<file path="src/rtl/fetch_stage.sv">
// Instruction-fetch stage with IF/ID pipeline register. One outstanding imem
// request; a one-entry skid catches a returning word while decode is stalled.
module fetch_stage #(
   parameter int              XLEN     = 32,
   parameter logic [XLEN-1:0] RESET_PC = '0,
   parameter int              PC_STEP  = 4
) (
   input  logic            clk,
   input  logic            rst,
   output logic            imem_req,
   output logic [XLEN-1:0] imem_addr,
   input  logic            imem_ready,
   input  logic            imem_rvalid,
   input  logic [31:0]     imem_rdata,
   input  logic            stall_d,
   input  logic            branch_taken_e,
   input  logic [XLEN-1:0] branch_target_e,
   output logic [31:0]     instr_d,
   output logic [XLEN-1:0] pc_d,
   output logic [XLEN-1:0] pcplus_d,
   output logic            valid_d
);

   // Handshakes: a request transfers on a cycle with imem_req & imem_ready;
   // exactly one imem_rvalid follows each transfer, on a later cycle.
   typedef enum logic [1:0] {IDLE, REQ, WAIT, HOLD} state_t;

   localparam logic [XLEN-1:0] STEP = XLEN'(PC_STEP);

   state_t          state, state_next;
   logic [XLEN-1:0] pc, pc_next;
   logic [XLEN-1:0] fetch_pc;
   logic            drop, drop_next;
   logic [31:0]     skid_instr;
   logic [XLEN-1:0] skid_pc;
   logic            handshake;
   logic            load_mem, load_skid, skid_load;

   assign imem_addr = pc;
   assign handshake = (state == REQ) && imem_ready;

   always_ff @(posedge clk or posedge rst) begin
      if (rst) state <= IDLE;
      else     state <= state_next;
   end

   always_comb begin
      state_next = state;
      pc_next    = pc;
      drop_next  = drop;
      imem_req   = 1'b0;
      load_mem   = 1'b0;
      load_skid  = 1'b0;
      skid_load  = 1'b0;
      case (state)
         IDLE: state_next = REQ;
         REQ: begin
            imem_req = 1'b1;
            if (handshake) begin
               state_next = WAIT;
               pc_next    = pc + STEP;
               if (branch_taken_e) drop_next = 1'b1;
            end
         end
         WAIT: begin
            if (imem_rvalid) begin
               // A word arriving with drop set or alongside a branch is stale.
               state_next = REQ;
               drop_next  = 1'b0;
               if (!drop && !branch_taken_e) begin
                  if (!valid_d || !stall_d) begin
                     load_mem = 1'b1;
                  end else begin
                     skid_load  = 1'b1;
                     state_next = HOLD;
                  end
               end
            end else if (branch_taken_e) begin
               drop_next = 1'b1;
            end
         end
         HOLD: begin
            if (branch_taken_e) begin
               state_next = REQ;
            end else if (!stall_d) begin
               load_skid  = 1'b1;
               state_next = REQ;
            end
         end
         default: state_next = IDLE;
      endcase
      if (branch_taken_e) pc_next = branch_target_e;
   end

   always_ff @(posedge clk or posedge rst) begin
      if (rst) begin
         pc         <= RESET_PC;
         fetch_pc   <= '0;
         drop       <= 1'b0;
         skid_instr <= '0;
         skid_pc    <= '0;
      end else begin
         pc   <= pc_next;
         drop <= drop_next;
         if (handshake) fetch_pc <= pc;
         if (skid_load) begin
            skid_instr <= imem_rdata;
            skid_pc    <= fetch_pc;
         end
      end
   end

   // IF/ID register: flush beats stall, stall holds everything.
   always_ff @(posedge clk or posedge rst) begin
      if (rst) begin
         instr_d  <= '0;
         pc_d     <= '0;
         pcplus_d <= '0;
         valid_d  <= 1'b0;
      end else if (branch_taken_e) begin
         instr_d <= '0;
         valid_d <= 1'b0;
      end else if (load_mem) begin
         instr_d  <= imem_rdata;
         pc_d     <= fetch_pc;
         pcplus_d <= fetch_pc + STEP;
         valid_d  <= 1'b1;
      end else if (load_skid) begin
         instr_d  <= skid_instr;
         pc_d     <= skid_pc;
         pcplus_d <= skid_pc + STEP;
         valid_d  <= 1'b1;
      end else if (!stall_d) begin
         instr_d <= '0;
         valid_d <= 1'b0;
      end
   end

endmodule
</file>
<file path="config.mk">
export PLATFORM = sky130hd
export DESIGN_NAME = fetch_stage
export DESIGN_NICKNAME = d
export VERILOG_FILES = /design/src/rtl/fetch_stage.sv
export SDC_FILE = /design/constraint.sdc
export NUM_CORES = 1
export LEC_CHECK = 0
export ABC_CLOCK_PERIOD_IN_PS = 8400
export CORE_MARGIN = 3
export CORE_UTILIZATION = 53
export DETAILED_ROUTE_END_ITERATION = 16
export GPL_TIMING_DRIVEN = 0
export HOLD_SLACK_MARGIN = 0.05
export PLACE_DENSITY_LB_ADDON = 0.05
export SYNTH_ARGS = -nofsm -noshare
export SYNTH_HDL_FRONTEND = slang
export SYNTH_SLANG_ARGS = --single-unit
</file>
<file path="constraint.sdc">
create_clock -name clk -period 8.4 [get_ports clk]
set_input_delay 0.84 -clock clk [delete_from_list [all_inputs] [get_ports clk]]
set_output_delay 0.84 -clock clk [all_outputs]
set_load 0.01 [all_outputs]
</file>
==> flow_summary.toml <==
[outcome]
outcome = "finished clean"

[global_route]
track_usage_pct = 27.02
antenna_found_initial = 0
grt.overflow.total = 0
grt_first_pass_wirelength_mm = 47.98
grt_pass1_vias = 8814
grt_max_degree = 133

[setup_path]
startpoint = "branch_taken_e"
crit_arrival_ns = 5.56
reg2reg_slack_ns = 3.48
rr_worst_depth = 16
setup.worst_path.start_class = "input pin"
r2r-start = "state[0]"
crit_path_end = "pcplus_d[24]"
crit_type = "input pin to flip-flop"
crit_required_ns = 8.77
crit_path_end_kind = "flip-flop"
path_max_fanout = 10
r2r-end = "pcplus_d[24]"

[floorplan]
die_h_um = 149
core_region_area_mm2 = 0.01978
die-area_mm2 = 0.02220
rows = 51
pin_count = 200
die_x_um = 149
initial_utilization_pct = 54.79

[yosys]
synth_ff_type = "dfrtp_1"
synthAdderAreaFrac_pct = 0.6927
synthMuxAreaShare_pct = 8.970
synth-compound-area-share_pct = 10.63
synth-simple-area-share_pct = 18.88
synth_commonest_cells = "dfrtp_1 (226), nand2_1 (224), mux2_2 (70), nor2_1 (68), o21ai_0 (49)"
yosysTopAreaCell = "dfrtp_1"
synth_cells = 1080
synthTopCellsByArea = "dfrtp_1 (52%), nand2_1 (7.8%), mux2_2 (7.3%)"
async_flop_share_pct = 100.0
yosys.area.top_type_share_pct = 52.18
synth_edf_count = 0
synth_top_family_by_area = "simple AND/OR/NAND/NOR gates"
yosys_warnings = 0
syn-cell-area_mm2 = 0.01084
ys_ff_latch = 226
yosysSeqAreaShare_pct = 52.18
synth.distinct_cells = 54
synth_area_per_cell_um2 = 10.04
synth.most_common_cell = "dfrtp_1"
synth-xor-area-share_pct = 5.334
syn-num-nets = 1156

[final_layout]
drive_above_1_share_pct = 11.62
diodes = 0
area_delta_synth_final_pct = 29.79
nets = 1383

[cts]
cts-resized-gates = 0
clockBufferDepth = 3
clk_pin_slew_ns = 0.06
cts_tree = "built"
post-cts-setup-buffers = 0
clkLatencyLatePin_ns = 0.52
htree_levels = 1
cts_root_buf = "clkbuf_16"
cts_sinks = 226
postCtsHoldBufs = 0
cts_made_buffers = 25

[timing]
fin_skew_ns = 0.007037
layout_min_cycle_time_ns = 5.185
slew_violations = 0
tightest_slew_ns = 0.8738
setup_viol = 0
fmax_mhz = 192.9
slew_headroom_pct = 41.74
rsz0062_at_grt = "false"
period_share_pct = 61.73
finalSetupTns_ns = 0
finalHoldViolations = 0

[detailed_routing]
first_pass_iters = 5
first_iter_violations = 800
drcViolationCount = 0
routedWlPerCell_um = 19.18
ant_nets = 0
avgViaCountPerCell = 5.724
wirelength_mm = 30.50
vias = 9101

[job]
maxCapViolations = 0

[power]
power.leakage_uw = 0.006291
irDropWorstVdd_mv = 0.1615
finalPower_uw = 3574
powerDensity_mw_per_mm2 = 254.1

[placed_design]
portBuffers = 199
dp_hpwl_mm = 21.41
place.gp.congestion = 0.9461

[worst_hold_path]
hold_class = "flip-flop to flip-flop"
min_path_cells = 2
[flip-flops by register name, summed over array words and instances, names as in the netlist]
signal,flops
pcplus_d,30
imem_addr,32
instr_d,32
skid_pc,32
drop,1
skid_instr,32
state,2
fetch_pc,32
valid_d,1
pc_d,32
[kinds of logic after synthesis]
kind of cell    Yosys count
compound gates          172
xor+xnor                 66
fa+ha+maj                 6
buf+inv                  84
flops                   226
mux                      88
simple gates            438
[metrics by stage]
step	setup WS, ns	hold WS, ns	util, %	cell area, µm²	cells
after floorplan	1.369	0.4647	-	10840	1080
after global placement	-1.503	0.4509	66.53	13160	1544
after detailed placement	2.858	0.4726	66.71	13200	1545
after CTS	3.342	0.4856	71.11	14070	1590
after global routing	3.141	0.5006	71.11	14070	1590
final	3.215	0.4785	71.11	14070	1590
[power breakdown]
part	internal (µW)	total (µW)	switching [µW]
Sequential	1310	1560	247
Clock	712	1150	438
Combinational	443	869	426
[layout by cell type, fill, tap and decap left out, types with 25 or more instances in the layout]
master and count:
a21oi_1 29, and3_1 44, nand3_1 28, dfrtp_1 226, a31oi_1 26, o21ai_0 49
xor2_1 34, clkbuf_1 44, nand2_1 224, a221o_1 32, mux2_2 70, clkbuf_16 25
xnor2_1 32, clkdlybuf4s50_1 199, nor2_1 68
[worst max-delay path, stage by stage]
cell             delay, ns
clkdlybuf4s50_1       0.56
nand4bb_1             0.25
buf_2                 0.24
nor2_4                0.33
buf_2                 0.35
buf_1                 0.57
nand2_1               0.22
nand2_1               0.11
ha_1                  0.25
nand2_1               0.13
nor4_2                0.46
nor2_1                0.33
nor4_1                0.60
xor2_1                0.21
a21oi_1               0.09
[worst min path at each step]
stage / from / end
after global placement: pcplus_d[3] / pcplus_d[3]
after CTS: pcplus_d[3] / pcplus_d[3]
after floorplan: fetch_pc[0] / fetch_pc[0]
after detailed placement: pcplus_d[3] / pcplus_d[3]
final: pcplus_d[3] / pcplus_d[3]
after global routing: skid_instr[23] / skid_instr[23]
[routing by layer]
metal	wire, µm	track usage [%]	vias up
met3	2577	5.652	52
met2	13630	41.75	386
met4	612	6.773	0
met5	0	0	-
li1	-	-	4245
met1	13680	39.41	4418
[cell type report]
| cell class | instances | area, µm² |
|---|---|---|
| Buffer | 74 | 321.6 |
| Clock buffer | 33 | 705.7 |
| Clock inverter | 12 | 163.9 |
| Fill cell | 1510 | 5715 |
| Inverter | 10 | 45.04 |
| Multi-Input combinational cell | 770 | 4823 |
| Sequential cell | 226 | 5655 |
| Tap cell | 265 | 331.6 |
| Timing Repair Buffer | 200 | 2019 |
(Power assumes the default switching activity.)
